### config.mk
export PLATFORM = sky130hd
export DESIGN_NAME = wide_add_sequencer_flat
export DESIGN_NICKNAME = d
export VERILOG_FILES = /design/src/rtl/wide_add_sequencer_if.sv /design/src/rtl/wide_add_sequencer.sv /design/src/flat_wrapper.sv
export SDC_FILE = /design/constraint.sdc
export NUM_CORES = 1
export LEC_CHECK = 0
export ABC_AREA = 1
export CAP_MARGIN = 40
export CORE_MARGIN = 5
export CORE_UTILIZATION = 49
export DETAILED_ROUTE_END_ITERATION = 12
export PLACE_DENSITY = 0.93
export SLEW_MARGIN = 20
export SYNTH_ARGS = -nofsm -noshare
export SYNTH_HDL_FRONTEND = slang
export SYNTH_SLANG_ARGS = --single-unit
### constraint.sdc
create_clock -name clk -period 7.99 [get_ports clk]
set_input_delay 1.1985 -clock clk [delete_from_list [all_inputs] [get_ports clk]]
set_output_delay 1.1985 -clock clk [all_outputs]
set_load 0.02 [all_outputs]
### src/rtl/wide_add_sequencer_if.sv
// Operand/result handshake bundle plus the slice bus to the external 16-bit adder core.
interface wide_add_sequencer_if #(
  parameter int unsigned NWORDS = 4
);
  localparam int unsigned W = 16 * NWORDS;

  // Operand side
  logic         in_valid;
  logic         in_ready;
  logic [W-1:0] in_a;
  logic [W-1:0] in_b;
  logic         in_cin;

  // Result side
  logic         out_valid;
  logic         out_ready;
  logic [W-1:0] out_sum;
  logic         out_cout;
  logic         out_ovf;

  // Adder core slice bus
  logic [15:0]  add_a;
  logic [15:0]  add_b;
  logic         add_cin;
  logic [15:0]  add_sum;
  logic         add_cout;

  // Sequencer side
  modport slave (
    input  in_valid, in_a, in_b, in_cin, out_ready, add_sum, add_cout,
    output in_ready, out_valid, out_sum, out_cout, out_ovf, add_a, add_b, add_cin
  );

  // Environment side: operand producer, result consumer and adder core
  modport master (
    output in_valid, in_a, in_b, in_cin, out_ready, add_sum, add_cout,
    input  in_ready, out_valid, out_sum, out_cout, out_ovf, add_a, add_b, add_cin
  );
endinterface

### src/rtl/wide_add_sequencer.sv
// Wide adder built by streaming 16-bit slices, LSW first, through one external adder core,
// rippling the core carry-out into the next slice. Valid/ready on both operand and result side.
module wide_add_sequencer #(
  parameter int unsigned NWORDS = 4
) (
  input logic                 clk,
  input logic                 rst,
  wide_add_sequencer_if.slave bus
);
  localparam int unsigned W  = 16 * NWORDS;
  localparam int unsigned IW = $clog2(NWORDS);

  typedef enum logic [1:0] {StIdle, StRun, StDone} state_e;

  state_e          r_state;
  state_e          w_state_d;
  logic [IW-1:0]   r_idx;
  logic            r_carry;
  logic [W-1:0]    r_a;
  logic [W-1:0]    r_b;
  logic [W-1:0]    r_sum;

  logic            w_in_ready;
  logic            w_accept;
  logic            w_last;
  logic            w_done;
  logic            w_run;
  logic [IW+3:0]   w_lsb;

  // Bit offset of the slice currently in the core
  assign w_lsb  = {r_idx, 4'b0000};
  assign w_last = (r_idx == IW'(NWORDS - 1));
  assign w_done = (r_state == StDone);
  assign w_run  = (r_state == StRun);

  // State register
  always_ff @(posedge clk or posedge rst) begin
    if (rst) begin
      r_state <= StIdle;
    end else begin
      r_state <= w_state_d;
    end
  end

  // Next state and operand-side ready; DONE can retire and accept on the same edge
  always_comb begin
    w_state_d  = r_state;
    w_in_ready = 1'b0;
    unique case (r_state)
      StIdle: begin
        w_in_ready = 1'b1;
        if (bus.in_valid) w_state_d = StRun;
      end
      StRun: begin
        if (w_last) w_state_d = StDone;
      end
      StDone: begin
        if (bus.out_ready) begin
          w_in_ready = 1'b1;
          w_state_d  = bus.in_valid ? StRun : StIdle;
        end
      end
      default: w_state_d = StIdle;
    endcase
  end

  assign w_accept     = bus.in_valid & w_in_ready;
  assign bus.in_ready = w_in_ready;

  // Operand capture on acceptance; one slice per cycle while running
  always_ff @(posedge clk or posedge rst) begin
    if (rst) begin
      r_a     <= '0;
      r_b     <= '0;
      r_sum   <= '0;
      r_carry <= 1'b0;
      r_idx   <= '0;
    end else if (w_accept) begin
      r_a     <= bus.in_a;
      r_b     <= bus.in_b;
      r_carry <= bus.in_cin;
      r_idx   <= '0;
    end else if (w_run) begin
      r_sum[w_lsb +: 16] <= bus.add_sum;
      r_carry            <= bus.add_cout;
      r_idx              <= w_last ? '0 : r_idx + IW'(1);
    end
  end

  // Core feed is quiet outside RUN; results are only shown while valid
  always_comb begin
    bus.add_a     = w_run ? r_a[w_lsb +: 16] : 16'h0000;
    bus.add_b     = w_run ? r_b[w_lsb +: 16] : 16'h0000;
    bus.add_cin   = w_run & r_carry;
    bus.out_valid = w_done;
    bus.out_sum   = w_done ? r_sum : '0;
    bus.out_cout  = w_done & r_carry;
    bus.out_ovf   = w_done & (r_a[W-1] == r_b[W-1]) & (r_sum[W-1] != r_a[W-1]);
  end
endmodule
### src/flat_wrapper.sv
// flat-port wrapper written by rule: the top's interface ports become plain ports
module wide_add_sequencer_flat 
#(
  parameter int unsigned NWORDS = 4
)
  (clk, rst, bus_in_valid, bus_in_a, bus_in_b, bus_in_cin, bus_out_ready, bus_add_sum, bus_add_cout, bus_in_ready, bus_out_valid, bus_out_sum, bus_out_cout, bus_out_ovf, bus_add_a, bus_add_b, bus_add_cin);
  wide_add_sequencer_if #(.NWORDS(NWORDS)) bus_i ();
  input logic clk;
  input logic rst;
  input wire logic [$bits(bus_i.in_valid)-1:0] bus_in_valid;
  input wire logic [$bits(bus_i.in_a)-1:0] bus_in_a;
  input wire logic [$bits(bus_i.in_b)-1:0] bus_in_b;
  input wire logic [$bits(bus_i.in_cin)-1:0] bus_in_cin;
  input wire logic [$bits(bus_i.out_ready)-1:0] bus_out_ready;
  input wire logic [$bits(bus_i.add_sum)-1:0] bus_add_sum;
  input wire logic [$bits(bus_i.add_cout)-1:0] bus_add_cout;
  output wire logic [$bits(bus_i.in_ready)-1:0] bus_in_ready;
  output wire logic [$bits(bus_i.out_valid)-1:0] bus_out_valid;
  output wire logic [$bits(bus_i.out_sum)-1:0] bus_out_sum;
  output wire logic [$bits(bus_i.out_cout)-1:0] bus_out_cout;
  output wire logic [$bits(bus_i.out_ovf)-1:0] bus_out_ovf;
  output wire logic [$bits(bus_i.add_a)-1:0] bus_add_a;
  output wire logic [$bits(bus_i.add_b)-1:0] bus_add_b;
  output wire logic [$bits(bus_i.add_cin)-1:0] bus_add_cin;
  assign bus_i.in_valid = bus_in_valid;
  assign bus_i.in_a = bus_in_a;
  assign bus_i.in_b = bus_in_b;
  assign bus_i.in_cin = bus_in_cin;
  assign bus_i.out_ready = bus_out_ready;
  assign bus_i.add_sum = bus_add_sum;
  assign bus_i.add_cout = bus_add_cout;
  assign bus_in_ready = bus_i.in_ready;
  assign bus_out_valid = bus_i.out_valid;
  assign bus_out_sum = bus_i.out_sum;
  assign bus_out_cout = bus_i.out_cout;
  assign bus_out_ovf = bus_i.out_ovf;
  assign bus_add_a = bus_i.add_a;
  assign bus_add_b = bus_i.add_b;
  assign bus_add_cin = bus_i.add_cin;
  wide_add_sequencer #(.NWORDS(NWORDS)) u_core (.clk(clk), .rst(rst), .bus(bus_i));
endmodule
==> out/qor.yml, run 1 <==
skew_ps: 11.9
hpwl_um: 19100
syn_area_per_cell_um2: 7.61
synth_seq_cells: 197
post_cts.repair.setup_buffers: 0
std_cell_rows: 51
cts-root-buf: "clkbuf_16"
layout_min_cycle_time_ps: 4040
postSynthCellCount: 1251
slew_violations: 0
cts_made_buffers: 17
arrival_ps: 2840
routed_wirelength_um: 27600
grt_usage_pct: 24.7
min_path_type: "flip-flop to flip-flop"
hold_viol: 0
clk_pin_slew_ps: 70
post-route-period-util_pct: 50.5
final_util_pct: 66.6
critPathBufInv: 4
cp_max_fo: 37
ys_warn_count: 0
max_stage_delay_ps: 650
routed_via_density: 5.14
setup_tns_ps: 0
ctsLongestPathBuffers: 2
setup_viol: 0
core-area_um2: 19300
cts_resized: 0
regToRegStartpoint: "u_core.r_idx[0]"
pin_count: 251
die_area_um2: 22300
ys_seq_area_share_pct: 51.8
die_x_um: 149
cts_tree: "done"
cts_htree_levels: 4
criticalPathCategory: "flip-flop to output pin"
grt_max_degree: 156
startpoint: "u_core.r_idx[1]"
antenna_found_initial: 1
endpoint_kind: "output pin"
route.detailed.drc: 0
dieHeight_um: 149
vias: 8933
first_iter_violations: 639
critical_path.top_delay_family: "buffers and inverters"
insertion_delay_ps: 430
cp_common_cell: "buf_4"
syn-cell-area_um2: 9520
hp-start: "u_core.r_sum[5]"
synth_nets: 1407
postCtsHoldBufs: 0
drt_first_pass_iters: 6
cp-start-kind: "flip-flop"
crit_required_ps: 6790
reg2reg_slack_ps: 5260
run_status: "completed"
fmax_ghz: 0.248
initial_core_util_pct: 49.4
port_buffers: 250
drive_above_1_share_pct: 4.34
synth.distinct_cells: 18
path_cells: "buf_4, inv_1, buf_4, nand3_1, a21oi_1, clkdlybuf4s50_1"
fill_cells: 1496
worst_pin_slew_ps: 639
cts.sinks: 197
total_power_mw: 4.83
irDropWorstVdd_mv: 0.214
ant_nets: 0
drv_cap: 0
grt_pass1_vias: 8941
wl_per_cell_um: 15.9
rsz0062_at_grt: "false"
gp_congestion: 0.884
p_leak_nw: 5.98
max-slew-margin-rel_pct: 57.4
grt_pass1_wl_um: 43800
power.density_nw_per_um2: 377
final_nets: 1617
overflow: 0
critical_path.slowest_cell: "clkdlybuf4s50_1"
syn_to_final_growth_pct: 34.8
cells in the mapped netlist, drive strengths merged:
cell type	number	share of area (%)
nor3	1	0.053
inv	220	8.7
ha	6	0.79
dfrtp	197	52
nor2	215	8.6
nand2	202	8.0
buf	52	3.2
a21oi	163	9.0
clkbuf	25	0.99
o22ai	1	0.066
nand3	103	5.4
o21ai	66	3.5
stage by stage:
stage | cells | setup slack [ps] | area, um2 | hold slack [ps]
after floorplan | 1251 | 1420 | 9520 | 453
after global placement | 1698 | 4260 | 12000 | 466
after detailed placement | 1704 | 4290 | 12200 | 473
after CTS | 1735 | 3960 | 12800 | 493
after global routing | 1739 | 3750 | 12800 | 511
final | 1739 | 3950 | 12800 | 491
layer usage:
layer	share of wire, %	wire length (um)	GRT usage, %	vias to the layer above
met5	0	0	0	-
met4	4.3	1190	11.6	0
met3	9.6	2640	7.41	80
met2	48	13300	40.4	426
met1	38	10500	30.1	4178
li1	-	-	-	4249
report_power, final:
part | internal (mW) | switching [mW] | leakage [nW] | total, mW
logic | 0.843 | 1.49 | 3.36 | 2.33
registers | 1.44 | 0.159 | 2.33 | 1.60
clock network | 0.508 | 0.396 | 0.292 | 0.903
worst paths after layout:
check	endpoint	cells after the start
setup reg to reg	u_core.r_sum[60]	6
hold reg to reg	u_core.r_sum[5]	2
setup / recovery	bus_add_b[13]	6
min in group asynchronous	u_core.r_a[27]	2
hold / removal	u_core.r_sum[5]	2
max in group asynchronous	u_core.r_idx[0]	5
worst reg2reg max path, delay by kind of cell (launching register included):
family,cells,cell delay [ps]
flip-flops,1,410
AND/OR/NAND/NOR,1,440
adder cells (fa/ha/maj),1,360
buffers and inverters,3,1060
AO/OA/AOI/OAI,1,370
cell families (layout without fill, tap and decap cells):
logic type | after synthesis | after routing | share of synthesized area, %
AO/OA/AOI/OAI | 230 | 230 | 12.5
adder cells (fa/ha/maj) | 6 | 6 | 0.789
buffers and inverters | 297 | 519 | 12.9
flip-flops | 197 | 197 | 51.8
other | 0 | 1 | 0
AND/OR/NAND/NOR | 521 | 521 | 22.0
placed cells by master (no fill, tap or decap):
master and n:
bufinv_16 3, clkdlybuf4s50_1 250, nand2_1 200, ha_1 6, dfrtp_2 1, inv_2 1, clkbuf_1 1, nor2_4 1
clkbuf_16 17, a21oi_2 10, buf_6 1, buf_16 5, dfrtp_1 196, a21oi_1 153, clkinvlp_4 2, inv_8 1
o22ai_1 1, nor2_1 214, inv_6 7, nor3_1 1, diode_2 1, nand2_2 1, clkbuf_8 1, buf_8 1
o21ai_0 66, nand3_1 103, nand2_8 1, buf_4 11, inv_1 218
final cells by class:
| type | count | area (um2) | share of cell area (%) |
|---|---|---|---|
| Sequential cell | 197 | 4930 | 38.4 |
| Clock inverter | 12 | 166 | 1.30 |
| Tap cell | 265 | 332 | 2.58 |
| Inverter | 220 | 833 | 6.49 |
| Clock buffer | 19 | 443 | 3.45 |
| Timing Repair Buffer | 268 | 2750 | 21.4 |
| Multi-Input combinational cell | 757 | 3380 | 26.3 |
| Antenna cell | 1 | 2.50 | 0.0195 |
sequential cells by signal, summed over array words and instances (netlist names):
name	flops
u_core.r_a	64
u_core.r_b	64
u_core.r_idx	2
u_core.r_carry	1
u_core.r_sum	64
u_core.r_state	2
No activity file was read; power rests on OpenSTA's default activity.
==> inputs of run 2 (changes only) <==
Clock period 7.99 ns to 4.2 ns, I/O delays scaled along.
==> run 2 against run 1 <==
Flip-flop and latch count stayed put; clock power is 82% higher; final area hardly changed; clock skew is 2.5 ps lower; combinational power is 93% higher; final cell count is 0.12% higher; register-to-register slack worse by 3400 ps; global-route usage hardly changed; first-iteration DRC count is 16% higher; critical path type unchanged.
==> out/qor.yml, run 2 (same netlist as run 1, synthesis figures left out) <==
post_cts.repair.setup_buffers: 0
clk_pin_slew_ps: 70
postCtsHoldBufs: 0
design_area_um2: 12800
setup_tns_ps: 0
die_area_um2: 22300
final_common_cell: "clkdlybuf4s50_1"
slew_violations: 0
max_stage_delay_ps: 570
cp-start-kind: "flip-flop"
run_status: "completed"
drt_first_pass_iters: 6
post-route-period-util_pct: 79.8
final_nets: 1619
gr-usage-met3_pct: 6.32
grt_pass1_wl_um: 44100
syn_to_final_growth_pct: 34.7
arrival_ps: 2720
core-area_um2: 19300
cts_made_buffers: 17
busiest_layer: "met2"
insertion_delay_ps: 430
path_cells: "inv_2, buf_4, nand2_1, nand3_1, a21oi_1, clkdlybuf4s50_1"
power.density_nw_per_um2: 716
layout_common_cells: "250 x clkdlybuf4s50_1, 218 x inv_1, 214 x nor2_1"
fin_ws_ps: 850
hpwl_um: 19400
grt_max_degree: 198
first_iter_violations: 740
irDropWorstVdd_mv: 0.450
use_met2_pct: 40.6
fmax_ghz: 0.298
placed_area_um2: 12200
cts_tree: "done"
std_cell_rows: 51
initial_core_util_pct: 49.4
critPathBufInv: 3
cts.sinks: 197
pre_cts_slack_ps: 1340
setup_viol: 0
dieHeight_um: 149
antenna_found_initial: 0
rsz0062_at_grt: "false"
drive_above_1_share_pct: 4.54
hold_viol: 0
ctsLongestPathBuffers: 2
gp_congestion: 0.897
crit_required_ps: 3570
critical_path.top_delay_family: "buffers and inverters"
wl_per_cell_um: 15.9
routed_via_density: 5.13
criticalPathCategory: "flip-flop to output pin"
critical_path.slowest_cell: "clkdlybuf4s50_1"
grt_pass1_vias: 8921
port_buffers: 250
cts-root-buf: "clkbuf_16"
routed_wirelength_um: 27700
p_leak_nw: 5.98
cp_max_fo: 34
min_path_type: "flip-flop to flip-flop"
grt_usage_pct: 24.7
skew_ps: 9.44
endpoint_kind: "output pin"
ant_nets: 0
reg_top3: "u_core.r_a (64), u_core.r_b (64), u_core.r_sum (64)"
cts_resized: 0
fill_cells: 1487
antennaDiodeCount: 0
overflow: 0
max-slew-margin-rel_pct: 53.6
pin_count: 251
drv_cap: 0
grt_use_met1_pct: 30.8
cts_htree_levels: 4
layout_min_cycle_time_ps: 3350
vias: 8926
die_x_um: 149
worst_pin_slew_ps: 696
route.detailed.drc: 0
==> run 2: routing by layer <==
metal | vias to the layer above | wire (um)
li1 | 4246 | -
met3 | 70 | 2690
met2 | 456 | 13400
met1 | 4154 | 10700
met5 | - | 0
met4 | 0 | 997
==> run 2: final cells by class <==
type                    instances  area (um2)  area share (%)
well taps                     265         332            2.59
clock inverters                13         140            1.09
flip-flops and latches        197        4930            38.4
clock buffers                  19         443            3.45
multi-input cells             757        3380            26.3
inverters                     220         830            6.47
repair buffers                270        2770            21.6
==> run 2: worst reg2reg max path: stages (launching register included) <==
cell     delay [ps]
dfrtp_2         410
inv_2           470
ha_1            390
inv_1           110
nand3_1         430
o21ai_0         390
==> run 2: path summary, 6_finish.rpt <==
check / startpoint / endpoint / slack [ps] / cells past startpoint
min: u_core.r_sum[49] / u_core.r_sum[49] / 490 / 2
min in group asynchronous: rst / u_core.r_a[30] / 670 / 3
max: u_core.r_idx[0] / bus_add_b[11] / 850 / 6
max in group asynchronous: rst / u_core.r_b[9] / 2630 / 4
min reg2reg: u_core.r_sum[49] / u_core.r_sum[49] / 490 / 2
max reg2reg: u_core.r_idx[0] / u_core.r_sum[54] / 1900 / 5
==> run 2: power by group <==
part | internal (mW) | switching [mW]
Clock | 0.859 | 0.776
Sequential | 2.74 | 0.302
Combinational | 1.64 | 2.87
==> run 2: through the flow <==
stage               power, mW  instances  util (%)  hold WS (ps)
floorplan                5.89       1251         -           453
global placement         7.21       1701      62.7           467
detailed placement       7.47       1706      63.2           473
CTS                      9.14       1738      66.3           490
global route             9.79       1741      66.5           509
finish                   9.18       1741      66.5           487
==> inputs of run 3 (changes only) <==
Clock period 4.2 ns to 3.3 ns, I/O delays scaled along.
==> run 3 against run 2 <==
Critical path depth decreased by 2; via count increased by 0.57%; first-iteration DRC count decreased by 17%; register-to-register slack got worse by 1000 ps; non-clock buffer count unchanged.
==> out/qor.yml, run 3 (same netlist as run 1, synthesis figures left out) <==
run_status: "completed"
drive_above_1_share_pct: 4.54
overflow: 0
rsz0062_at_grt: "false"
insertion_delay_ps: 430
max-slew-margin-rel_pct: 42.6
ant_nets: 0
path_cells: "inv_1, nand2_2, nor3_1, clkdlybuf4s50_1"
post_cts.repair.setup_buffers: 0
critPathCapture: "bus_out_ovf"
grt_pass1_vias: 8961
drv_cap: 0
initial_core_util_pct: 49.4
postCtsHoldBufs: 0
port_buffers: 250
skew_ps: 11.6
grt_max_degree: 91
die_area_um2: 22300
placed_area_um2: 12200
p_leak_nw: 5.95
placed_cells: 1709
pre_cts_slack_ps: 606
crit_required_ps: 2800
hpwl_um: 19500
reg_top3: "u_core.r_a (64), u_core.r_b (64), u_core.r_sum (64)"
cp-start-kind: "flip-flop"
r2r_cells: 8
die_x_um: 149
worst_pin_slew_ps: 859
critPathBufInv: 2
regToRegStartpoint: "u_core.r_idx[0]"
antenna_found_initial: 0
vias: 8977
grt_usage_pct: 24.6
final_util_pct: 66.3
core-area_um2: 19300
cts_resized: 0
route.detailed.drc: 0
fmax_ghz: 0.317
r2r-end: "u_core.r_sum[43]"
reg2reg_slack_ps: 900
slew_violations: 0
design_area_um2: 12800
syn_to_final_growth_pct: 34.3
criticalPathCategory: "flip-flop to output pin"
cts_htree_levels: 4
cts-root-buf: "clkbuf_16"
startpoint: "u_core.r_state[0]"
hold_viol: 0
layout_common_cells: "250 x clkdlybuf4s50_1, 218 x inv_1, 214 x nor2_1"
drt_first_pass_iters: 5
layout_min_cycle_time_ps: 3160
routed_via_density: 5.16
antennaDiodeCount: 0
min_path_type: "input pin to async pin"
power.density_nw_per_um2: 909
worst-path-stages: 4
arrival_ps: 2660
pin_count: 251
wl_per_cell_um: 15.9
max_stage_delay_ps: 680
setup_tns_ps: 0
endpoint_kind: "output pin"
clk_pin_slew_ps: 70
cts.sinks: 197
std_cell_rows: 51
fin_ws_ps: 144
first_iter_violations: 617
critical_path.slowest_cell: "clkdlybuf4s50_1"
setup_viol: 0
cts_tree: "done"
grt_pass1_wl_um: 43500
ctsLongestPathBuffers: 2
whs_ps: 317
dieHeight_um: 149
irDropWorstVdd_mv: 0.639
stdcell_count: 1741
fill_cells: 1544
final_common_cell: "clkdlybuf4s50_1"
total_power_mw: 11.6
critical_path.top_delay_family: "simple AND/OR/NAND/NOR gates"
gp_congestion: 0.902
final_nets: 1619
cts_made_buffers: 17
post-route-period-util_pct: 95.6
cp_max_fo: 48
routed_wirelength_um: 27600
-- run 3: area by class of cell --
cell class              count  area, um2  share of cell area [%]
flip-flops and latches    197       4930                    38.6
multi-input cells         757       3380                    26.4
repair buffers            270       2740                    21.4
inverters                 220        830                    6.49
clock buffers              19        443                    3.47
well taps                 265        332                    2.59
clock inverters            13        135                    1.06
-- run 3: report_power, final --
part / total, mW / internal (mW) / switching, mW
sequential: 3.89 / 3.49 / 0.400
combinational: 5.65 / 2.04 / 3.61
clock: 2.07 / 1.09 / 0.986
total: 11.6 / 6.62 / 4.99
-- run 3: worst min-delay path by stage --
| stage | startpoint | cells past startpoint | endpoint |
|---|---|---|---|
| final | rst | 2 | u_core.r_a[11] |
| after global routing | rst | 2 | u_core.r_a[11] |
| after CTS | rst | 2 | u_core.r_a[11] |
| after detailed placement | u_core.r_sum[27] | 2 | u_core.r_sum[27] |
| after global placement | u_core.r_sum[22] | 2 | u_core.r_sum[22] |
| after floorplan | u_core.r_sum[0] | 2 | u_core.r_sum[0] |
-- run 3: metal layers --
metal | track usage, % | routed length, um | up-vias
li1 | - | - | 4253
met1 | 30.4 | 10800 | 4218
met2 | 41.2 | 13500 | 441
met3 | 5.89 | 2510 | 65
met4 | 10.6 | 842 | 0
met5 | 0 | 0 | -
-- run 3: worst reg2reg max path, cell delays in order, from the launching register on --
cell and delay (ps):
dfrtp_2 430, inv_2 370, buf_12 280, ha_1 230, inv_1 80, nor2_1 420
buf_4 280, nand3_1 90, o21ai_0 110
